`src/rtl/iob_pwm_deadtime.sv`:
```
// rtl/iob_pwm_deadtime.sv - complementary gate driver with break-before-make dead time
// Splits one PWM line into high/low gates, adds sticky fault shutdown and a glitch counter.
module iob_pwm_deadtime #(
    parameter int DT_W  = 8,
    parameter int CNT_W = 16
) (
    input  logic             clk_i,
    input  logic             rst_ni,
    input  logic             pwm_in_i,
    input  logic             en_i,
    input  logic [DT_W-1:0]  dead_time_i,
    input  logic             fault_in_i,
    input  logic             fault_clr_i,
    output logic             out_hi_o,
    output logic             out_lo_o,
    output logic             fault_o,
    output logic [CNT_W-1:0] glitch_cnt_o
);

    typedef enum logic [4:0] {
        S_OFF   = 5'b00001,
        S_DEAD  = 5'b00010,
        S_HIGH  = 5'b00100,
        S_LOW   = 5'b01000,
        S_FAULT = 5'b10000
    } state_e;

    state_e           state_q, state_d;
    logic             pwm_q;
    logic             tgt_q, tgt_d;
    logic [DT_W-1:0]  cnt_q, cnt_d;
    logic [DT_W-1:0]  dt_lat_q, dt_lat_d;
    logic [CNT_W-1:0] glitch_q, glitch_d;
    logic             out_hi_q, out_lo_q, fault_q;

    always_ff @(posedge clk_i or negedge rst_ni) begin
        if (!rst_ni) begin
            state_q  <= S_OFF;
            pwm_q    <= 1'b0;
            tgt_q    <= 1'b0;
            cnt_q    <= '0;
            dt_lat_q <= '0;
            glitch_q <= '0;
            out_hi_q <= 1'b0;
            out_lo_q <= 1'b0;
            fault_q  <= 1'b0;
        end else begin
            state_q  <= state_d;
            pwm_q    <= pwm_in_i;
            tgt_q    <= tgt_d;
            cnt_q    <= cnt_d;
            dt_lat_q <= dt_lat_d;
            glitch_q <= glitch_d;
            // Gate flops follow the next state so no decode glitch reaches the pins.
            out_hi_q <= (state_d == S_HIGH);
            out_lo_q <= (state_d == S_LOW);
            fault_q  <= (state_d == S_FAULT);
        end
    end

    always_comb begin
        state_d  = state_q;
        tgt_d    = tgt_q;
        cnt_d    = cnt_q;
        dt_lat_d = dt_lat_q;
        glitch_d = glitch_q;

        if (fault_in_i) begin
            state_d = S_FAULT;
        end else if (state_q == S_FAULT) begin
            if (fault_clr_i) begin
                state_d = S_OFF;
            end
        end else if (!en_i) begin
            state_d = S_OFF;
        end else begin
            case (state_q)
                S_OFF: begin
                    state_d  = S_DEAD;
                    tgt_d    = pwm_q;
                    cnt_d    = '0;
                    dt_lat_d = dead_time_i;
                end
                S_DEAD: begin
                    // A level change restarts the interval but keeps the latched length.
                    if (pwm_q != tgt_q) begin
                        tgt_d = pwm_q;
                        cnt_d = '0;
                        if (glitch_q != {CNT_W{1'b1}}) begin
                            glitch_d = glitch_q + CNT_W'(1);
                        end
                    end else if (cnt_q == dt_lat_q) begin
                        state_d = tgt_q ? S_HIGH : S_LOW;
                    end else begin
                        cnt_d = cnt_q + DT_W'(1);
                    end
                end
                S_HIGH: begin
                    if (!pwm_q) begin
                        state_d  = S_DEAD;
                        tgt_d    = 1'b0;
                        cnt_d    = '0;
                        dt_lat_d = dead_time_i;
                    end
                end
                S_LOW: begin
                    if (pwm_q) begin
                        state_d  = S_DEAD;
                        tgt_d    = 1'b1;
                        cnt_d    = '0;
                        dt_lat_d = dead_time_i;
                    end
                end
                default: begin
                    state_d = S_OFF;
                end
            endcase
        end
    end

    assign out_hi_o     = out_hi_q;
    assign out_lo_o     = out_lo_q;
    assign fault_o      = fault_q;
    assign glitch_cnt_o = glitch_q;

endmodule
```
`config.mk`:
```
export PLATFORM = sky130hd
export DESIGN_NAME = iob_pwm_deadtime
export DESIGN_NICKNAME = d
export VERILOG_FILES = /design/src/rtl/iob_pwm_deadtime.sv
export SDC_FILE = /design/constraint.sdc
export NUM_CORES = 1
export LEC_CHECK = 0
export ABC_AREA = 0
export CAP_MARGIN = 20
export CORE_MARGIN = 2
export CORE_UTILIZATION = 53
export CTS_CLUSTER_DIAMETER = 100
export DETAILED_ROUTE_END_ITERATION = 16
export GPL_TIMING_DRIVEN = 0
export PLACE_DENSITY = 0.86
export REMOVE_ABC_BUFFERS = 1
export SLEW_MARGIN = 20
export SYNTH_ARGS = -nofsm -noshare
export SYNTH_HDL_FRONTEND = slang
export SYNTH_SLANG_ARGS = --single-unit
```
`constraint.sdc`:
```
create_clock -name clk_i -period 2.5 [get_ports clk_i]
set_input_delay 0.375 -clock clk_i [delete_from_list [all_inputs] [get_ports clk_i]]
set_output_delay 0.375 -clock clk_i [all_outputs]
set_load 0.03 [all_outputs]
```
## Word level (Yosys, flattened, before mapping)

Cells that the tools add are included.

- Output and inout bits: 19
- Bits of input ports: 14
- Register bits after elaboration: 42
- Logic and storage cells: 56

- Add/subtract/negate cells: 2
- Bitwise operators: 2
- Mux-type cells: 22
- Eq/ne operators: 15
- Reduce and logical (&&, ||, !) cells: 6

Operators with widths:

| kind | number |
|---|---|
| two-way mux 8 bit | 6 |
| two-way mux 5 bit | 8 |
| one-hot mux 8 bit (4 select lines) | 1 |
| one-hot mux 8 bit (3 select lines) | 1 |
| one-hot mux 5 bit (4 select lines) | 1 |
| adder 16 x 1 -> 16 bit (second input constant) | 1 |
| != test 16 bit (second input constant) | 1 |
| AND reduction 7 bit | 2 |
| AND reduction 6 bit | 2 |
| equality test 5 x 3 -> 1 bit (second input constant) | 2 |
| equality test 5 x 4 -> 1 bit (second input constant) | 2 |
| equality test 5 bit (second input constant) | 2 |
| adder 8 x 1 -> 8 bit (second input constant) | 1 |
| equality test 8 bit | 1 |
| != test 2 bit (second input constant) | 3 |
| equality test 5 x 1 -> 1 bit (second input constant) | 1 |
| equality test 5 x 2 -> 1 bit (second input constant) | 1 |
| two-way mux 4 bit | 1 |
| one-hot mux 1 bit (4 select lines) | 1 |
| nonzero test 4 bit | 1 |
| two-way mux 1 bit | 3 |
| != test 3 bit (second input constant) | 1 |
| nonzero test 3 bit | 1 |
| NOT 1 bit | 2 |
| != test 1 bit | 1 |

## Longest topological paths before layout

- Depth after elaboration: 8
- Mapped depth: 8
- Depth with buffers taken out: 6

## Least setup slack after synthesis

Ideal clock, no wire load.

- Kind: reg2reg
- Start: reg state_q[3]
- End: reg glitch_q[15] (netlist: glitch_cnt_o[15])
- Clock period less this slack: 2.006 ns
- Stages on the path, launching flop included: 7
- Required time: 2.420 ns
- Setup slack: 0.494 ns
- Arrival time: 1.926 ns
- Setup time: 0.080 ns
- Buffers on the path: 0
- Cell sequence: dfrtp_1 -> nor4b_4 -> or4b_4 -> a31oi_4 -> nand3_4 -> nor4_4 -> xor2_1

- Cells in the longest elaborated chain, start to end: 3
- Elaborated cells on any way between the ends: 4
- Those cells by class: 2 x eq/ne; 1 x bitwise; 1 x reduce/logical

RTL lines:

| element | RTL line | source |
|---|---|---|
| start: declaration | 28 | `state_e state_q, state_d;` |
| start signal: assignment | 48 | `state_q <= state_d;` |
| equality test 5 bit | 70 | `end else if (state_q == S_FAULT) begin` |
| NOT 1 bit (no source line) | - |  |
| AND reduction 6 bit (no source line) (*) | - |  |
| end signal: assignment | 53 | `glitch_q <= glitch_d;` |
| end: declaration | 33 | `logic [CNT_W-1:0] glitch_q, glitch_d;` |

Mark *: on every way between the ends. The rest lies on a longest branch, timed or not.
A chain may end at the register's enable or synchronous reset.

## Worst setup path after layout

- Start: reg state_q[3]
- End: reg glitch_q[7] (netlist: glitch_cnt_o[7])

Same word-level chain as after synthesis.

==> metrics.cfg <==
[grt]
antenna_found_initial=0
grt_pass1_wl_mm=7.26
grt_pass1_vias=1552
grt_use_total=0.218
grt_max_degree=35
grt-ovfl-total=0

[detailed_routing]
via_per_inst=5.68
ant_nets=0
drcViolationCount=0
wl_per_cell_um=15.1
drt_wl_total_mm=4.44
via_count=1671
dr.pass1.iters=4
drt_iter0_markers=165

[cts]
clock_latency_ns=0.31
max-clock-path-buffers=2
ctsHtreeMaxLevel=2
cts_sinks=42
cts_made_buffers=5
cts_root_buffer=clkbuf_8
cts.clk_slew.worst_paths_ns=0.08
cts_tree=yes

[timing]
skew_ns=0.00835
fmax_mhz=416
fin_hold_ws_ns=0.450
fin_ws_ns=0.0961
setup_viol=0
slew_viol_final=0
finalCriticalPeriod_ns=2.40
relSlewSlack=0.620
fin_crit_sh=0.962
worst_pin_slew_ns=0.570
finalHoldViolations=0

[critical_path]
slowest_delay_ns=0.54
r2r_slack_ns=0.1
crit_arrival_ns=2.62
critical_path.cell_chain=nor4b_4, or4b_4, a31oi_4, nand3_4, nor2_1, xor2_1
reg2regPathDepth=6
path_delay_family=simple AND/OR/NAND/NOR gates
startpoint=state_q[3]
r2r_start=state_q[3]
r2r-end=glitch_cnt_o[7]
crit_cells=6
critPathKind=reg2reg
crit_end=glitch_cnt_o[7]
end_kind=flop
critPathMaxFanout=12
slowest_stage=or4b_4
cp-start-kind=flop
worstPathRequired_ns=2.72
critPathBufInv=0

[power]
pwr-share-comb=0.117
switchingPower_uw=344
totalPowerFinal_uw=1380
seqPwrFrac=0.554
powerDensity_mw_per_mm2=518
irDropWorstVdd_v=0.000492
intPower_uw=1040
switching_share=0.250
p_leak_uw=0.00121
p_clk_frac=0.329

[synthesis]
synthArstFlopShare=1.00
yosysSeqAreaShare=0.489
synth_area_mm2=0.00215
yosys.cell_types.count=41
syn_inst=203
synth-edff-count=0
yosys_most_used_dff=dfrtp_1
syn_avg_cell_area_um2=10.6
ys_warn_count=0
ys_ff_latch=42

[die]
io_pins=33
start_util=0.546
coreArea_mm2=0.00394
die_x_um=67.7
row_count=23
die-area_mm2=0.00459
die_h_um=67.7

[hold_path]
hp-class=in2async

[final_layout]
antenna_cells=0
n_fill_cell=290
synthToLayoutAreaGrowth_pct=23.7
final_area_mm2=0.00266
final_nets=259
layout-drive-gt1-share=0.135

[placement]
gp_congestion=0.895
hpwlAfterDp_mm=3.03
port_buffers=32
dpl_worst_slack_ns=-0.0274
place_area_mm2=0.00253

[flow_run]
max-cap-violations=0

[outcome]
status=completed

==> synth_stat cells, drive strengths merged (3+ instances only) <==
master | count | area (um^2)
nand3 | 13 | 77.6
nor2 | 15 | 56.3
xnor2 | 7 | 61.3
or3 | 5 | 31.3
nand2 | 16 | 60.1
dfrtp | 41 | 1030
nor4b | 4 | 50.1
o21ai | 8 | 40.0
a21oi | 5 | 25.0
a31oi | 4 | 40.0
nor3 | 5 | 35.0
inv | 8 | 30.0
xor2 | 17 | 149
nor4 | 4 | 40.0
mux2 | 11 | 124
nor2b | 3 | 18.8
and3 | 6 | 37.5
nand4 | 4 | 25.0
==> worst min path at each step <==
stage,start,to,slack (ns),depth (start not counted)
2_1_floorplan,rst_ni,cnt_q[0],0.08,0
3_3_place_gp,glitch_cnt_o[15],glitch_cnt_o[15],0.47,1
3_5_place_dp,rst_ni,glitch_cnt_o[1],0.25,1
4_1_cts,rst_ni,glitch_cnt_o[5],0.47,2
5_1_grt,rst_ni,glitch_cnt_o[0],0.50,2
6_report,rst_ni,glitch_cnt_o[5],0.45,2
==> final cells by class <==
class	instances	area [um^2]	share of cell area
timing repair buffer	37	368	0.138
clock buffer	7	86.3	0.0324
tap	50	62.6	0.0235
clock inverter	1	5.00	0.00188
multi-input combinational	149	1060	0.397
inverter	8	30.0	0.0113
sequential	42	1050	0.395
==> cell usage in the layout, fill, tap and decap left out, types with 2 or more instances in the layout <==
cell type,instances
o31ai_1,2
o21ai_0,8
nor4b_1,3
nor2b_1,3
nor4_1,3
nor2_1,15
clkbuf_8,6
inv_1,8
and3_1,6
nand4_1,4
or3_1,5
nand2_1,16
mux2_2,11
dfrtp_1,41
nor3_2,2
a31oi_1,3
and2_1,2
nand2b_1,2
nor3_1,3
ha_1,2
buf_4,3
nor3b_1,2
a21oi_1,5
a21o_1,2
clkdlybuf4s50_1,31
xor2_1,17
nand3_1,12
xnor2_1,7
==> per-stage QoR <==
step                       util  TNS (ns)  std cells
after detailed placement  0.642   -0.0379        282
after floorplan               -         0        199
after global placement    0.639         0        281
after global routing      0.675   -0.0355        294
after CTS                 0.669         0        291
final                     0.675         0        294
==> timing repair <==
action	in CTS	in global routing
endpoints found under the setup margin	4	3
buffers inserted	0	3
hold buffers	1	0
gates resized for setup	1	0
endpoints found under the hold margin	8	0
==> cells by family (layout without fill, tap and decap cells) <==
group / after synthesis / after routing / share of synthesized area
muxes: 12 / 12 / 0.0622
DFF: 42 / 42 / 0.489
AOI/OAI and AO/OA: 27 / 27 / 0.0849
and+or+nand+nor: 84 / 84 / 0.233
xor gates and xnor gates: 24 / 24 / 0.0977
adders and majority gates: 2 / 2 / 0.0116
buffers and inverters: 12 / 53 / 0.0221
==> layer usage <==
metal	vias up	global-route usage	wire, um
met3	11	0.0500	258
li1	801	-	-
met5	-	0	0
met2	61	0.331	2150
met1	798	0.294	1920
met4	0	0.0995	120
==> power groups by stage <==
stage	Combinational [uW]	Sequential, uW	Clock [uW]
after floorplan	98.4	769	0
after global placement	152	774	0
after detailed placement	159	776	0
after CTS	163	763	465
after global routing	183	769	498
final	161	764	454
==> registers in the layout, indices dropped and copies added (netlist names) <==
name          flops
dt_lat_q          8
fault_o           1
pwm_q             1
out_lo_o          1
out_hi_o          1
glitch_cnt_o     16
cnt_q             8
tgt_q             1
state_q           5
Note: power is estimated with default switching activity, not from simulation.
